===== config.mk =====
export PLATFORM = sky130hd
export DESIGN_NAME = gravador_sequencia
export DESIGN_NICKNAME = d
export VERILOG_FILES = /design/src/rtl/gravador_pkg.sv /design/src/rtl/gravador_sequencia_ram.sv /design/src/rtl/gravador_sequencia.sv
export SDC_FILE = /design/constraint.sdc
export NUM_CORES = 1
export LEC_CHECK = 0
export BUFFER_PORTS_ARGS = -buffer_cell sky130_fd_sc_hd__buf_2
export CORE_UTILIZATION = 40
export DETAILED_ROUTE_END_ITERATION = 6
export SYNTH_ARGS = -nofsm -noshare
export SYNTH_HDL_FRONTEND = slang
export SYNTH_HIERARCHICAL = 1
export SYNTH_SLANG_ARGS = --single-unit

===== constraint.sdc =====
create_clock -name clock -period 7.29 [get_ports clock]
set_input_delay 0.3645 -clock clock [delete_from_list [all_inputs] [get_ports clock]]
set_output_delay 0.3645 -clock clock [all_outputs]
set_load 0.01 [all_outputs]

===== src/rtl/gravador_pkg.sv =====
// Shared constants for the button-sequence recorder: state codes, RAM geometry
// and a one-hot helper.
package gravador_pkg;

    localparam int unsigned RAM_DEPTH = 16;
    localparam int unsigned DATA_W    = 4;
    localparam int unsigned ADDR_W    = 4;
    localparam int unsigned COMP_W    = 5;
    localparam int unsigned ESTADO_W  = 4;

    localparam logic [ESTADO_W-1:0] EST_INICIAL    = 4'h0;
    localparam logic [ESTADO_W-1:0] EST_PREPARACAO = 4'h1;
    localparam logic [ESTADO_W-1:0] EST_ESPERA     = 4'h2;
    localparam logic [ESTADO_W-1:0] EST_REGISTRA   = 4'h3;
    localparam logic [ESTADO_W-1:0] EST_PROXIMA    = 4'h4;
    localparam logic [ESTADO_W-1:0] EST_FIM        = 4'h5;
    localparam logic [ESTADO_W-1:0] EST_TIMEOUT    = 4'hD;
    localparam logic [ESTADO_W-1:0] EST_ERRO       = 4'hE;

    // True when exactly one bit of v is set
    function automatic logic one_hot(input logic [DATA_W-1:0] v);
        return (v != '0) && ((v & (v - DATA_W'(1))) == '0);
    endfunction

endpackage


===== src/rtl/gravador_sequencia_ram.sv =====
// 16x4 storage for recorded presses: synchronous write, asynchronous read.
// Contents are deliberately not reset.
module ram_16x4
    import gravador_pkg::*;
(
    input  logic              clock,
    input  logic              we,
    input  logic [ADDR_W-1:0] wr_addr,
    input  logic [DATA_W-1:0] wr_data,
    input  logic [ADDR_W-1:0] rd_addr,
    output logic [DATA_W-1:0] rd_data
);

    logic [DATA_W-1:0] mem [RAM_DEPTH];

    // Single write port
    always_ff @(posedge clock) begin
        if (we) begin
            mem[wr_addr] <= wr_data;
        end
    end

    assign rd_data = mem[rd_addr];

endmodule


===== src/rtl/gravador_sequencia.sv =====
// Records up to 16 one-hot button presses into a small RAM for later replay.
// Optional feature: define GRAVADOR_TIMEOUT_EN to enable the per-press wait
// timeout (counter + timeout state); otherwise espera waits indefinitely.
module gravador_sequencia
    import gravador_pkg::*;
#(
    parameter int unsigned TIMEOUT_CICLOS = 5000
) (
    input  logic                clock,
    input  logic                reset,
    input  logic                iniciar,
    input  logic                finalizar,
    input  logic [DATA_W-1:0]   botoes,
    input  logic [ADDR_W-1:0]   rd_endereco,
    output logic [DATA_W-1:0]   rd_dado,
    output logic [COMP_W-1:0]   comprimento,
    output logic                gravando,
    output logic                pronto,
    output logic                erro,
    output logic                timeout,
    output logic [ESTADO_W-1:0] db_estado
);

    logic [ESTADO_W-1:0] estado;
    logic [ESTADO_W-1:0] proximo;
    logic [ADDR_W-1:0]   endereco;
    logic [DATA_W-1:0]   dado_reg;
    logic                botao_ant;
    logic                evento;
    logic                expira;

    // A press is the rising edge of "any button down"
    assign evento = (|botoes) & ~botao_ant;

`ifdef GRAVADOR_TIMEOUT_EN
    localparam int unsigned CONT_W = $clog2(TIMEOUT_CICLOS + 1);
    logic [CONT_W-1:0] contador;

    assign expira = (contador == CONT_W'(TIMEOUT_CICLOS - 1));

    // Wait-cycle counter, restarted for every new press slot
    always_ff @(posedge clock or negedge reset) begin
        if (!reset) begin
            contador <= '0;
        end else if (estado == EST_PREPARACAO || estado == EST_PROXIMA) begin
            contador <= '0;
        end else if (estado == EST_ESPERA) begin
            contador <= contador + CONT_W'(1);
        end
    end

    // Timeout flag registered alongside the state
    always_ff @(posedge clock or negedge reset) begin
        if (!reset) begin
            timeout <= 1'b0;
        end else begin
            timeout <= (proximo == EST_TIMEOUT);
        end
    end
`else
    logic unused_timeout_cfg;

    assign expira             = 1'b0;
    assign timeout            = 1'b0;
    assign unused_timeout_cfg = ^32'(TIMEOUT_CICLOS);
`endif

    // State register
    always_ff @(posedge clock or negedge reset) begin
        if (!reset) begin
            estado <= EST_INICIAL;
        end else begin
            estado <= proximo;
        end
    end

    // Next-state logic; a press outranks finalizar, which outranks timeout
    always_comb begin
        proximo = estado;
        case (estado)
            EST_INICIAL: begin
                if (iniciar) proximo = EST_PREPARACAO;
            end
            EST_PREPARACAO: begin
                proximo = EST_ESPERA;
            end
            EST_ESPERA: begin
                if (evento) begin
                    proximo = one_hot(botoes) ? EST_REGISTRA : EST_ERRO;
                end else if (finalizar && (comprimento != '0)) begin
                    proximo = EST_FIM;
                end else if (expira) begin
                    proximo = EST_TIMEOUT;
                end
            end
            EST_REGISTRA: begin
                proximo = EST_PROXIMA;
            end
            EST_PROXIMA: begin
                proximo = (endereco == ADDR_W'(RAM_DEPTH - 1)) ? EST_FIM : EST_ESPERA;
            end
            EST_FIM, EST_ERRO, EST_TIMEOUT: begin
                if (iniciar) proximo = EST_PREPARACAO;
            end
            default: begin
                proximo = EST_INICIAL;
            end
        endcase
    end

    // Address, length, captured press and button edge history
    always_ff @(posedge clock or negedge reset) begin
        if (!reset) begin
            endereco    <= '0;
            comprimento <= '0;
            dado_reg    <= '0;
            botao_ant   <= 1'b0;
        end else begin
            botao_ant <= |botoes;
            case (estado)
                EST_PREPARACAO: begin
                    endereco    <= '0;
                    comprimento <= '0;
                end
                EST_ESPERA: begin
                    if (evento && one_hot(botoes)) dado_reg <= botoes;
                end
                EST_REGISTRA: begin
                    comprimento <= COMP_W'(endereco) + COMP_W'(1);
                end
                EST_PROXIMA: begin
                    if (endereco != ADDR_W'(RAM_DEPTH - 1)) endereco <= endereco + ADDR_W'(1);
                end
                default: begin
                end
            endcase
        end
    end

    // Status flags registered from the next state so they track db_estado
    always_ff @(posedge clock or negedge reset) begin
        if (!reset) begin
            gravando <= 1'b0;
            pronto   <= 1'b0;
            erro     <= 1'b0;
        end else begin
            gravando <= (proximo == EST_PREPARACAO) || (proximo == EST_ESPERA) ||
                        (proximo == EST_REGISTRA)   || (proximo == EST_PROXIMA);
            pronto   <= (proximo == EST_FIM) || (proximo == EST_ERRO) ||
                        (proximo == EST_TIMEOUT);
            erro     <= (proximo == EST_ERRO);
        end
    end

    assign db_estado = estado;

    ram_16x4 u_ram (
        .clock   (clock),
        .we      (estado == EST_REGISTRA),
        .wr_addr (endereco),
        .wr_data (dado_reg),
        .rd_addr (rd_endereco),
        .rd_data (rd_dado)
    );

endmodule


==> reports/qor.yml, run 1 <==
final_period_minus_worst_setup_slack_ns: 2.86
worst_setup_path_start_kind: "register"
grt_max_degree: 22
setup_repair_after_global_routing_missed_its_margin: "no"
comb_power_share_pct: 18.1
synth_top_cell_by_area: "sky130_fd_sc_hd__edfxtp_1"
place_hpwl_um: 4800
clock_edge_transition_at_the_registers_on_the_reported_setup_and_hold_paths_ns: 0.08
timing.max_slew.rel_slack_pct: 59.0
clock-sinks: 85
die_span_y_um: 98.9
crit_fanout: 17
holdPathEnd: "botao_ant"
largest_register_ffs: 64
final.hold.worst_slack_ns: 0.299
critPathArrivalTime_ns: 2.85
route.detailed.drc: 0
post_synth_instance_area_mm2: 0.00376
holdCritStartpoint: "botoes[2]"
portBuffers: 27
grt_overflow: 0
core_region_area_mm2: 0.00915
power_report.internal_total_mw: 0.877
fin_crit_sh_pct: 39.3
p_per_area_mw_per_mm2: 297
worstSkewPairLatency_ns: 0.35
area.growth.synth_to_final_pct: 11.4
yosysWarningCount: 6
end_kind: "register"
outcome: "finished clean"
hold_path_class: "primary input to register"
synth_top_cell_area_share_pct: 51.1
switching_share_pct: 29.5
vdd_ir_drop_max_mv: 0.211
worst-r2r-cell-count: 5
min_delay_path_depth: 3
gp_congestion: 0.789
finalSetupViolations: 0
synth_most_common_cell: "sky130_fd_sc_hd__edfxtp_1"
post_cts_resize_count: 0
wl_per_instance_um: 18.3
p_leak_nw: 1.55
top_regs: "u_ram/mem x64, comprimento x5"
layout_setup_ws_ns: 4.43
top_register_by_number_of_flip_flops: "u_ram/mem"
cts-root-buf: "sky130_fd_sc_hd__clkbuf_8"
grt_pass1_vias: 2252
reg_to_reg_critical_path_endpoint: "u_ram/mem[0][1]"
fillCellCount: 801
synth_fp_nets: 258
die_width_um: 98.9
routed_wl_um: 7100
power.share.sequential_pct: 53.4
cts.path.max_buffers: 2
design.final.nets: 287
die_area_mm2: 0.00979
clock.fmax_ghz: 0.349
placed_cells_incl_taps: 373
post-layout-total-power_mw: 1.24
synth-main-ff-cell: "sky130_fd_sc_hd__edfxtp_1"
vias: 2172
worst-endpoint-required_ns: 7.27
drv.max_cap_violation_count: 0
tightestPinTransition_ns: 0.611
setup_fix_buffers_added_after_clock_tree_synthesis: 0
synth_async_sr_flop_share_pct: 24.7
antenna_violating_nets_post_route: 0
clock_power_share_pct: 28.4
syn_avg_cell_area_um2: 15.3
synthesis.instances: 245
yosys.cell_types.count: 52
detail_route.vias_per_cell: 5.58
synth_seq_cells: 85
r2r-start: "db_estado[2]"
antenna_cells_inserted: 0
placement_rows: 35
final-seq-area_mm2: 0.00245
sequential_share_of_the_synthesized_area_pct: 65.1
tritoncts: "built"
netlist_top_cells_count: "sky130_fd_sc_hd__edfxtp_1 (64), sky130_fd_sc_hd__nor2_1 (23), sky130_fd_sc_hd__dfrtp_1 (21)"
slew_viol_final: 0
final_cell_count_no_fill: 389
grt_first_pass_wirelength_um: 11900
grt_antenna_before_repair: 0
pre_cts_setup_slack_ns: 4.41
edff_count_synth: 64
boundaryPins: 29
power.switching_mw: 0.367
multi_input_area_mm2: 0.00122
hold_viol_final: 0
floorplan.initialDensity_pct: 41.1
cts-buffers-inserted: 9
drt-pass1-iter-count: 4
cts_max_level: 3
register_to_register_path_setup_slack_ns: 4.43
timing.clock.skew_ns: 0.00861
final.setup.tns_ns: 0
setup.worst_path.class: "register to register"
drive_above_1_share_pct: 18.7
post_synth_main_area_contributors: "sky130_fd_sc_hd__edfxtp_1 (51%), sky130_fd_sc_hd__dfrtp_1 (14%), sky130_fd_sc_hd__mux4_1 (9.8%), sky130_fd_sc_hd__nor2_1 (2.3%), sky130_fd_sc_hd__nand3_1 (1.7%)"
drtIter0Drc: 97
overall_global_routing_usage_pct: 16.2
cp-startpoint: "db_estado[2]"
timing repair:
action / in CTS / in global routing
setup endpoints to repair: 0 / 0
hold buffers: 1 / 0
endpoints found under the hold margin: 21 / 0
power groups by stage:
stage               Clock [mW]  Sequential (mW)  Combinational [mW]
detailed placement           0            0.677               0.227
floorplan                    0            0.641               0.174
finish                   0.354            0.664               0.226
global placement             0            0.675               0.227
CTS                      0.365            0.667               0.228
global route             0.386            0.678               0.253
kinds of logic (layout without fill, tap and decap cells):
group	count (synthesis)	in the layout	share of synthesized area [%]
and+or+nand+nor	81	81	11.2
xor gates and xnor gates	4	4	0.932
adders and majority gates	1	1	0.333
muxes	21	21	12.5
buffers and inverters	15	48	2.36
other	1	1	0.0998
DFF	85	85	65.1
AOI/OAI and AO/OA	37	37	7.46
area by class of cell:
type,instances,share of cell area (%)
Clock inverter,5,2.03
Multi-Input combinational cell,145,29.2
Sequential cell,85,58.5
Timing Repair Buffer,28,3.47
Inverter,5,0.448
Tap cell,111,3.32
Clock buffer,10,3.05
critical path, cell delays in order (launching register included):
cell	delay, ns
sky130_fd_sc_hd__dfrtp_1	0.56
sky130_fd_sc_hd__nor2_1	0.24
sky130_fd_sc_hd__nand2_1	0.21
sky130_fd_sc_hd__nor2_1	0.48
sky130_fd_sc_hd__or3b_2	0.54
sky130_fd_sc_hd__nor3_1	0.45
metal layers:
metal	wire [um]	vias up	track usage (%)	part of all wire [%]
met5	0	-	0	0
met4	99	0	4.71	1.4
met3	280	7	4.26	3.9
met2	3460	53	26.7	49
met1	3270	1085	21.1	46
li1	-	1027	-	-
layout by cell type (no fill, tap or decap), types with 5 or more instances in the layout:
master                     count
sky130_fd_sc_hd__nor3_1        6
sky130_fd_sc_hd__a22o_1        6
sky130_fd_sc_hd__edfxtp_1     64
sky130_fd_sc_hd__dfrtp_1      21
sky130_fd_sc_hd__clkbuf_8      9
sky130_fd_sc_hd__nand2_1      17
sky130_fd_sc_hd__nand3_1      13
sky130_fd_sc_hd__a22oi_1       5
sky130_fd_sc_hd__mux4_1       14
sky130_fd_sc_hd__nor2_1       23
sky130_fd_sc_hd__inv_1         5
sky130_fd_sc_hd__buf_2        27
worst max-delay path by stage:
stage | to | slack, ns | cells after the start
floorplan | u_ram/mem[0][0] | 4.87 | 6
global placement | u_ram/mem[0][3] | 4.53 | 5
detailed placement | u_ram/mem[0][2] | 4.41 | 5
CTS | u_ram/mem[0][2] | 4.39 | 5
global route | u_ram/mem[0][1] | 4.15 | 5
finish | u_ram/mem[0][1] | 4.43 | 5
through the flow:
stage          util [%]  area [um^2]
2_1_floorplan         -         3760
3_3_place_gp       43.3         3960
3_5_place_dp       43.3         3960
4_1_cts            45.7         4190
5_1_grt            45.7         4190
6_report           45.7         4190
Power figures use the tool's default switching activity.
==> run 2, diff against run 1 <==
Clock period 7.29 ns to 2.4 ns, I/O delays scaled along.
==> run 2 against run 1 <==
- sequential share of layout area down 0.76 points
- final cell count increased by 2.3%
- global-route usage shrank 0.15 points
- non-clock buffer count rose by 9
- total power rose to 3.0 times the previous value
- maximum frequency is 35% higher
- core utilization is 0.60 points higher
- via count rose by 1.2%
- largest cell class unchanged
- design area rose by 1.3%
- critical endpoint is now u_ram/mem[1][2]
- routed wire length rose by 0.61%
==> reports/qor.yml, run 2 (synthesis gave the netlist of run 1 again) <==
register_to_register_path_setup_slack_ns: 0.29
p_per_area_mw_per_mm2: 891
crit_fanout: 4
area.growth.synth_to_final_pct: 12.8
grt_max_degree: 22
grt_pass1_vias: 2146
cts_max_level: 3
setup_repair_after_global_routing_missed_its_margin: "no"
die_area_mm2: 0.00979
placed_cells_incl_taps: 382
hold_path_class: "primary input to register"
tritoncts: "built"
p_leak_nw: 1.59
vdd_ir_drop_max_mv: 0.542
cts-root-buf: "sky130_fd_sc_hd__clkbuf_8"
largest_register_ffs: 64
cp-startpoint: "db_estado[3]"
r2r-start: "db_estado[3]"
top_regs: "u_ram/mem x64, comprimento x5"
mostFrequentLayoutCell: "sky130_fd_sc_hd__edfxtp_1"
critPathArrivalTime_ns: 2.12
wl_per_instance_um: 18.0
post-layout-total-power_mw: 3.78
portBuffers: 27
timing.clock.skew_ns: 0.0109
outcome: "finished clean"
place_hpwl_um: 4930
design.final.nets: 296
final.hold.worst_slack_ns: 0.0335
cts.path.max_buffers: 2
final.setup.tns_ns: 0
core_region_area_mm2: 0.00915
grt_antenna_before_repair: 0
clock-sinks: 85
die_width_um: 98.9
length_of_routed_wiring_on_met1_um: 3120
boundaryPins: 29
drive_above_1_share_pct: 22.0
worst_setup_path_start_kind: "register"
timing.max_slew.rel_slack_pct: 62.1
wl_met2_um: 3630
drt-pass1-iter-count: 5
setup.worst_path.class: "register to register"
final_cell_count_no_fill: 398
fillCellCount: 812
drtIter0Drc: 136
grt_first_pass_wirelength_um: 11600
antenna_cells_inserted: 0
finalSetupViolations: 0
slew_viol_final: 0
antenna_violating_nets_post_route: 0
worst-r2r-cell-count: 5
layout_common_cells: "sky130_fd_sc_hd__edfxtp_1 (64), sky130_fd_sc_hd__buf_2 (27), sky130_fd_sc_hd__nor2_1 (23)"
route.detailed.drc: 0
fin_crit_sh_pct: 88.0
die_span_y_um: 98.9
cts-buffers-inserted: 9
detail_route.vias_per_cell: 5.52
tightestPinTransition_ns: 0.568
worst-endpoint-required_ns: 2.41
routed_wl_um: 7150
vias: 2198
floorplan.initialDensity_pct: 41.1
clock_edge_transition_at_the_registers_on_the_reported_setup_and_hold_paths_ns: 0.08
final_period_minus_worst_setup_slack_ns: 2.11
worstSkewPairLatency_ns: 0.35
worst_setup_path_endpoint: "u_ram/mem[1][2]"
hold_viol_final: 0
gp_congestion: 0.874
reg_to_reg_critical_path_endpoint: "u_ram/mem[1][2]"
overall_global_routing_usage_pct: 16.1
highest_layer: "met4"
met3_wirelength_um: 369
top_register_by_number_of_flip_flops: "u_ram/mem"
drv.max_cap_violation_count: 0
placement_rows: 35
clock.fmax_ghz: 0.473
grt_overflow: 0
end_kind: "register"
==> run 2: area by class of cell <==
| cell class | instances | area, um^2 | share of cell area (%) |
|---|---|---|---|
| flip-flops and latches | 85 | 2450 | 57.7 |
| multi-input cells | 145 | 1230 | 28.9 |
| repair buffers | 37 | 213 | 5.02 |
| well taps | 111 | 139 | 3.28 |
| clock buffers | 9 | 124 | 2.92 |
| clock inverters | 6 | 71.3 | 1.68 |
| inverters | 5 | 18.8 | 0.443 |
==> run 2: timing repair <==
item | 4_1_cts | 5_1_grt
setup endpoints to repair | 0 | 0
setup buffers | 0 | 0
endpoints found under the hold margin | 21 | 0
gates resized for setup | 0 | 0
hold buffers | 1 | 0
==> run 2: where the power goes <==
| part | total (mW) | internal (mW) | switching [mW] |
|---|---|---|---|
| sequential | 1.92 | 1.76 | 0.158 |
| clock | 0.989 | 0.484 | 0.505 |
| combinational | 0.873 | 0.376 | 0.497 |
| total | 3.78 | 2.62 | 1.16 |
==> run 2: worst max-delay path, cell delays in order, from the launching register on <==
cell and delay [ns]:
sky130_fd_sc_hd__dfrtp_1 0.39, sky130_fd_sc_hd__nor2_1 0.20, sky130_fd_sc_hd__nand2_1 0.10, sky130_fd_sc_hd__nor2_1 0.22
sky130_fd_sc_hd__or3b_2 0.53, sky130_fd_sc_hd__nor2_1 0.32
==> run 2: stage by stage <==
stage | utilization [%] | instance area (um^2) | setup slack [ns]
floorplan | - | 3760 | 0.121
global placement | 44.1 | 4040 | 0.313
detailed placement | 44.1 | 4040 | 0.311
CTS | 46.3 | 4240 | 0.290
global route | 46.3 | 4240 | 0.104
finish | 46.3 | 4240 | 0.287
==> run 2: how the worst min path moves through the flow <==
stage	cells past startpoint	to	slack, ns	start
final	3	botao_ant	0.03	botoes[1]
after global routing	3	botao_ant	0.04	botoes[1]
after CTS	3	botao_ant	0.02	botoes[1]
after detailed placement	1	gravando	0.11	reset
after global placement	1	pronto	0.11	reset
after floorplan	0	botao_ant	-0.18	reset
==> run 2: routing by layer <==
metal,vias up,GRT usage [%]
met5,-,0
met4,0,4.82
met3,4,4.33
met2,53,26.6
met1,1100,20.8
li1,1041,-
